`src/rtl/mul_div_unit_32_pkg.sv`:
```
// Shared encodings for the iterative RV32M multiply/divide unit.
package mul_div_unit_32_pkg;

  localparam logic [2:0] F3_MUL    = 3'b000;
  localparam logic [2:0] F3_MULH   = 3'b001;
  localparam logic [2:0] F3_MULHSU = 3'b010;
  localparam logic [2:0] F3_MULHU  = 3'b011;
  localparam logic [2:0] F3_DIV    = 3'b100;
  localparam logic [2:0] F3_DIVU   = 3'b101;
  localparam logic [2:0] F3_REM    = 3'b110;
  localparam logic [2:0] F3_REMU   = 3'b111;

  localparam logic [31:0] DIV0_QUOT = 32'hFFFF_FFFF;
  localparam logic [31:0] INT_MIN   = 32'h8000_0000;

  typedef enum logic [1:0] {
    IDLE   = 2'd0,
    CALC   = 2'd1,
    FINISH = 2'd2
  } state_t;

endpackage

```
`src/rtl/mul_div_unit_32.sv`:
```
// Iterative RV32M multiply/divide: one bit per cycle on operand magnitudes,
// sign fix-up and special-case override in a final cycle; fixed 34-cycle latency.
module mul_div_unit_32
  import mul_div_unit_32_pkg::*;
#(
  parameter int XLEN  = 32,
  parameter int CNT_W = 6
) (
  input  logic            CLK,
  input  logic            RES,
  input  logic            START,
  input  logic [2:0]      FUNCT3,
  input  logic [XLEN-1:0] A,
  input  logic [XLEN-1:0] B,
  output logic            BUSY,
  output logic            DONE,
  output logic [XLEN-1:0] RESULT
);

  state_t state, next_state;

  logic [CNT_W-1:0]  cnt;
  logic [2:0]        f3;
  logic              neg_a, neg_b, b_zero, ovf;
  logic [XLEN-1:0]   mag_a, mag_b;
  logic [XLEN-1:0]   work;
  logic [2*XLEN-1:0] acc;

  logic            a_signed, b_signed, is_div;
  logic [XLEN:0]   mul_sum, rem_sh, diff;
  logic [2*XLEN-1:0] prod;
  logic [XLEN-1:0] quot, rem, a_orig, result_sel;

  always_ff @(posedge CLK) begin
    if (RES) state <= IDLE;
    else     state <= next_state;
  end

  always_comb begin
    next_state = state;
    case (state)
      IDLE:    if (START) next_state = CALC;
      CALC:    if (cnt == CNT_W'(XLEN - 1)) next_state = FINISH;
      FINISH:  next_state = IDLE;
      default: next_state = IDLE;
    endcase
  end

  assign BUSY = (state != IDLE);

  always_comb begin
    a_signed = (FUNCT3 == F3_MULH) || (FUNCT3 == F3_MULHSU) ||
               (FUNCT3 == F3_DIV)  || (FUNCT3 == F3_REM);
    b_signed = (FUNCT3 == F3_MULH) || (FUNCT3 == F3_DIV) || (FUNCT3 == F3_REM);
    is_div   = f3[2];

    // Multiply: multiplicand is |A|, multiplier bits shift out of work LSB-first.
    mul_sum = {1'b0, acc[2*XLEN-1:XLEN]} + (work[0] ? {1'b0, mag_a} : '0);
    // Divide: dividend bits shift out of work MSB-first into the remainder.
    rem_sh  = {acc[2*XLEN-1:XLEN], work[XLEN-1]};
    diff    = rem_sh - {1'b0, mag_b};

    prod   = (neg_a ^ neg_b) ? -acc : acc;
    quot   = (neg_a ^ neg_b) ? -acc[XLEN-1:0] : acc[XLEN-1:0];
    rem    = neg_a ? -acc[2*XLEN-1:XLEN] : acc[2*XLEN-1:XLEN];
    a_orig = neg_a ? -mag_a : mag_a;

    result_sel = '0;
    case (f3)
      F3_MUL:                        result_sel = prod[XLEN-1:0];
      F3_MULH, F3_MULHSU, F3_MULHU:  result_sel = prod[2*XLEN-1:XLEN];
      F3_DIV, F3_DIVU: begin
        if (b_zero)                  result_sel = DIV0_QUOT;
        else if (ovf && f3 == F3_DIV) result_sel = INT_MIN;
        else                         result_sel = quot;
      end
      default: begin
        if (b_zero)                  result_sel = a_orig;
        else if (ovf && f3 == F3_REM) result_sel = '0;
        else                         result_sel = rem;
      end
    endcase
  end

  always_ff @(posedge CLK) begin
    if (RES) begin
      cnt    <= '0;
      f3     <= '0;
      neg_a  <= 1'b0;
      neg_b  <= 1'b0;
      b_zero <= 1'b0;
      ovf    <= 1'b0;
      mag_a  <= '0;
      mag_b  <= '0;
      work   <= '0;
      acc    <= '0;
      DONE   <= 1'b0;
      RESULT <= '0;
    end else begin
      DONE <= 1'b0;
      case (state)
        // IDLE: capture operation, signs and magnitudes
        IDLE: if (START) begin
          f3     <= FUNCT3;
          neg_a  <= a_signed & A[XLEN-1];
          neg_b  <= b_signed & B[XLEN-1];
          mag_a  <= (a_signed & A[XLEN-1]) ? -A : A;
          mag_b  <= (b_signed & B[XLEN-1]) ? -B : B;
          work   <= (b_signed & B[XLEN-1]) ? -B : B;
          b_zero <= (B == '0);
          ovf    <= (A == INT_MIN) && (B == '1);
          acc    <= '0;
          cnt    <= '0;
          if (FUNCT3[2]) work <= (a_signed & A[XLEN-1]) ? -A : A;
        end
        // CALC: one shift-add or restoring-divide step per cycle
        CALC: begin
          cnt <= cnt + 1'b1;
          if (is_div) begin
            work <= {work[XLEN-2:0], 1'b0};
            if (!diff[XLEN]) acc <= {diff[XLEN-1:0], acc[XLEN-2:0], 1'b1};
            else             acc <= {rem_sh[XLEN-1:0], acc[XLEN-2:0], 1'b0};
          end else begin
            work <= {1'b0, work[XLEN-1:1]};
            acc  <= {mul_sum, acc[XLEN-1:1]};
          end
        end
        // FINISH: sign correction, special cases, output register
        FINISH: begin
          RESULT <= result_sel;
          DONE   <= 1'b1;
        end
        default: ;
      endcase
    end
  end

endmodule

```
`config.mk`:
```
export PLATFORM = sky130hd
export DESIGN_NAME = mul_div_unit_32
export DESIGN_NICKNAME = d
export VERILOG_FILES = /design/src/rtl/mul_div_unit_32_pkg.sv /design/src/rtl/mul_div_unit_32.sv
export SDC_FILE = /design/constraint.sdc
export NUM_CORES = 1
export LEC_CHECK = 0
export CORE_MARGIN = 4
export CORE_UTILIZATION = 50
export CTS_BUF_LIST = sky130_fd_sc_hd__clkbuf_16
export CTS_CLUSTER_SIZE = 24
export DETAILED_ROUTE_END_ITERATION = 8
export PLACE_DENSITY = 0.66
export SLEW_MARGIN = 20
export SYNTH_ARGS = -nofsm -noshare
export SYNTH_HDL_FRONTEND = slang
export SYNTH_SLANG_ARGS = --single-unit
```
`constraint.sdc`:
```
create_clock -name CLK -period 10 [get_ports CLK]
set_input_delay 2 -clock CLK [delete_from_list [all_inputs] [get_ports CLK]]
set_output_delay 2 -clock CLK [all_outputs]
set_load 0.03 [all_outputs]
```
# Yosys cells after proc, flatten, opt, wreduce, memory -nomap -nowiden
# Index checks and enable logic that the tools add are counted.
# Widths: inputs -> output; s select.
[word_totals]
ff_bits = 208
inputBits = 70
out_inout_bits = 34
elab_cells = 86
[op_classes]
mux = 26
reduce_logical = 18
n_addsub = 9
n_bitwise = 3
n_eq_ne = 17
[ops]
columns = ["operator", "n"]
rows = [
  ["$mux 32", 13],
  ["$mux 64", 4],
  ["$neg 32->32", 5],
  ["$pmux 64 s2", 1],
  ["$pmux 32 s3", 1],
  ["$eq 32x32->1 const B", 2],
  ["$neg 64->64", 1],
  ["$pmux 32 s2", 1],
  ["$add 32x32->33", 1],
  ["$sub 33x32->33", 1],
  ["$logic_not 32->1", 1],
  ["$eq 3x3->1 const B", 5],
  ["$pmux 6 s2", 1],
  ["$eq 3x2->1 const B", 3],
  ["$add 6x1->6 const B", 1],
  ["$eq 3x1->1 const B", 2],
  ["$eq 6x5->1 const B", 1],
  ["$mux 6", 1],
  ["$reduce_and 2->1", 3],
  ["$logic_or 1x1->1", 5],
  ["$mux 2", 2],
  ["$ne 2x2->1 const B", 2],
  ["$pmux 2 s2", 1],
  ["$reduce_bool 2->1", 2],
  ["10 further kinds", 13],
]

# Longest topological paths before layout
[depth]
word_depth = 9
mapped_depth = 14
depth_no_buf = 13

# Worst setup path after synthesis
# No wires, ideal clock.
[synth_path]
path_kind = "input -> register"
start = "input port B[0]"
end = "register work[30]"
setup_ps = 95
path_slack_ps = 5522
arrival_time_ps = 4383
cell_stages = 11
path_buffers = 0
cell_sequence = "inv_1 > ha_1 > or4b_2 > nor4_1 > nand3_1 > nor3_1 > a21oi_1 > xnor2_1 > nand2_1 > nand3_1 > a221oi_1"
[synth_via]
elab_chain_len = 5
[synth_lines]
columns = ["element", "line_no", "source"]
rows = [
  ["start, declared", "mul_div_unit_32.sv:14", "input logic [XLEN-1:0] B,"],
  ["$neg 32->32", "mul_div_unit_32.sv:109", "work <= (b_signed & B[XLEN-1]) ? -B : B;"],
  ["$mux 32", "mul_div_unit_32.sv:109", ""],
  ["$mux 32", "mul_div_unit_32.sv:114", "if (FUNCT3[2]) work <= (a_signed & A[XLEN-1]) ? -A : A;"],
  ["$mux 32", "mul_div_unit_32.sv:103", "IDLE: if (START) begin"],
  ["$pmux 32 s2", "mul_div_unit_32.sv:101", "case (state)"],
  ["end signal, assigned", "mul_div_unit_32.sv:109", ""],
  ["end signal, assigned", "mul_div_unit_32.sv:114", ""],
  ["end signal, assigned", "mul_div_unit_32.sv:120", "work <= {work[XLEN-2:0], 1'b0};"],
  ["end, declared", "mul_div_unit_32.sv:26", "logic [XLEN-1:0] work;"],
]
# Every way passes these cells. The select of a mux whose other input is x is not followed.
# A chain may end at the register's enable or synchronous reset.

# Worst setup path after layout
# Ends and elaborated chain as after synthesis.

==> reports/metrics.yaml <==
pwr:
  power_density_nw_per_um2: 132.7
  power_switching_w: 0.0009056
  p_total_w: 0.002591
  switching_share_pct: 34.95
  pwr-share-clk_pct: 35.9
  leakagePower_nw: 7.394
  ir_worst_vdd_uv: 108.2
  cell_internal_pwr_w: 0.001686
  seq_power_share_pct: 36.6
  p_comb_share_pct: 27.5
placed_design:
  placedCellCount: 2755
  port_buffers: 103
  place.gp.congestion: 0.9866
  dpl.hpwl_um: 50130
clock_tree:
  cts-resized-gates: 0
  path_clk_slew_ns: 0.06
  postCtsSetupBuffers: 0
  numCtsBuffers: 24
  cts-htree-levels: 1
  clock_latency_ns: 0.53
  clk_path_buf_depth: 3
  ctsHoldBuffers: 0
  tritoncts: "done"
  cts.sinks: 208
  cts-root-buf: "clkbuf_16"
die:
  core_area_um2: 34540
  die_area_um2: 38110
  die_y_um: 195.2
  die-width_um: 195.2
  rows: 68
  io_pins: 104
  start_util_pct: 50.74
setup_path:
  cp.buffers_inverters: 2
  required_ns: 10.43
  crit_arrival_ns: 5.35
  critPathMaxFanout: 4
  worst_path_dominant_cell_family: "simple AND/OR/NAND/NOR gates"
  worstSetupEndpoint: "work[30]"
  r2r-end: "acc[46]"
  rr_worst_depth: 11
  crit_path_start_kind: "input port"
  r2r_slack_ns: 5.77
  critical_path_class: "in2reg"
  startpoint: "B[0]"
  r2r_start: "acc[32]"
  crit_top_cell: "nand3_1"
  cp_num_cells: 12
  cpPeakStageDelay_ns: 0.66
  path_cells: "clkdlybuf4s50_1 -> inv_1 -> ha_1 -> or4b_2 -> nor4_1 -> nand3_1 -> nor3_1 -> a21oi_1 -> xnor2_1 -> nand2_1 -> nand3_1 -> a221oi_1"
  setup.worst_path.end_class: "flop"
  worst_path_max_delay_cell: "or4b_2"
synth:
  syn_nets: 2487
  syn_area_um2: 17530
  ys.flop_type: "dfxtp_1"
  synthTopCellsByCount: "nor2_1, dfxtp_1, nand2_1, a21oi_1, clkbuf_1"
  netlist.area_leader.share_pct: 23.76
  synth_top_area_cell: "dfxtp_1"
  synth-async-reset-ratio_pct: 0
  avgSynthCellArea_um2: 7.478
  synth_most_common_cell: "nor2_1"
  synth.distinct_cells: 83
  synth_edf_count: 0
  ys_seq_elements: 208
  yosysWarnings: 0
  synthCells: 2344
  ys_seq_area_share_pct: 23.76
  yosys-top-cells-area: "dfxtp_1, xor2_1, nor2_1, xnor2_1, ha_1"
timing:
  tightest_slew_ns: 1.056
  fin_crit_ns: 4.919
  hold_slack_ns: 0.4533
  rsz0062_at_grt: "no"
  finalSetupViolCount: 0
  period_share_pct: 49.19
  slew_violations: 0
  fmax_mhz: 203.3
  skew_ns: 0.01133
  finalHoldViolations: 0
  finalSetupTns_ns: 0
  maxSlewHeadroom_pct: 29.43
grt:
  antenna_found_initial: 0
  overflow: 0
  gr-usage-all-layers_pct: 33.15
  grt_pass1_vias: 16610
  grt_pass1_wl_um: 101100
  grt_max_degree: 95
layout:
  fillCellCount: 3353
  n_antenna_cell: 0
  utilization_pct: 56.55
  drive_gt1_share_pct: 4.949
  stdcell_count: 2799
  syn2layout_area_growth_pct: 11.44
  finalNetCount: 2469
drt:
  num_vias: 18470
  dr.pass1.iters: 5
  drtAntennaViolNets: 0
  routed_wl_um: 66970
  routed_via_density: 6.598
  drc: 0
  drtIter0Drc: 2039
  wl_per_cell_um: 23.93
worst_hold_path:
  min_path_type: "reg2reg"
run_status:
  status: "finished clean"
run:
  maxCapViolCount: 0
cell type report:
class	instances	area (um^2)	area share, %
multi-input cells	1888	12460	63.78
flip-flops and latches	208	4169	21.34
inverters	71	266.5	1.364
clock buffers	25	625.6	3.203
clock inverters	19	190.2	0.9736
well taps	455	569.3	2.914
repair buffers	133	1254	6.418
cells in the final DEF (no fill, tap or decap), types with 9 or more instances in the layout:
cell type	instances
o21bai_1	9
a22oi_1	17
xor2_1	117
buf_4	31
dfxtp_1	206
o211ai_1	17
clkbuf_16	25
mux2i_1	75
o21a_1	16
nor4_1	20
o221ai_1	52
or3_1	25
nand2_1	179
nand3_1	49
nor2b_1	18
o31ai_1	26
or2_2	13
xnor2_1	109
o41ai_1	18
and3_1	10
a211oi_1	114
o21ai_0	120
a21o_1	41
nand2b_1	13
or4_1	19
nor3_1	54
a32o_1	10
and2_1	51
a31oi_1	45
a21oi_1	166
nor2_1	262
ha_1	71
nand4_1	24
a221oi_1	16
clkdlybuf4s50_1	102
inv_1	74
sequential cells by signal, summed over array words and instances (netlist names):
signal  count
ovf         1
neg_a       1
mag_b      32
acc        64
state       2
cnt         6
b_zero      1
f3          3
DONE        1
RESULT     32
mag_a      32
neg_b       1
work       32
worst min path at each step:
stage,depth (start not counted),to,from
2_1_floorplan,1,cnt[3],cnt[3]
3_3_place_gp,2,RESULT[5],RESULT[5]
3_5_place_dp,2,RESULT[7],RESULT[7]
4_1_cts,2,RESULT[7],RESULT[7]
5_1_grt,2,RESULT[25],RESULT[25]
6_report,2,RESULT[29],RESULT[29]
power groups by stage:
stage	clock [W]	combinational, W	sequential [W]
floorplan	0	0.000492	0.000919
finish	0.000930	0.000712	0.000949
global placement	0	0.000685	0.000961
global route	0.000970	0.000764	0.000952
CTS	0.000937	0.000693	0.000944
detailed placement	0	0.000689	0.000963
worst reg2reg max path: cells and delay by family, from the launching register on:
kind | cells | cell delay, ns
adder cells (fa/ha/maj) | 1 | 0.46
buffers and inverters | 1 | 0.21
AND/OR/NAND/NOR | 2 | 0.63
multiplexers | 1 | 0.49
flip-flops | 1 | 0.62
AO/OA/AOI/OAI | 6 | 1.73
stage by stage:
stage	setup WS (ns)	area (um^2)
2_1_floorplan	5.522	17530
3_3_place_gp	4.672	18720
3_5_place_dp	4.603	18720
4_1_cts	5.146	19530
5_1_grt	4.849	19530
6_report	5.081	19530
kinds of logic after synthesis:
family | synth area share [%]
muxes | 4.540
and+or+nand+nor | 20.86
adders and majority gates | 5.297
DFF | 23.76
buffers and inverters | 5.439
xor gates and xnor gates | 11.39
AOI/OAI and AO/OA | 28.72
layer usage:
layer	up-vias	track usage, %	wire length [um]
met5	-	0	0
met4	0	9.258	2116
met3	110	6.142	7114
met2	1045	48.90	27950
met1	8747	49.42	29800
li1	8566	-	-
No activity file was read; power rests on OpenSTA's default activity.
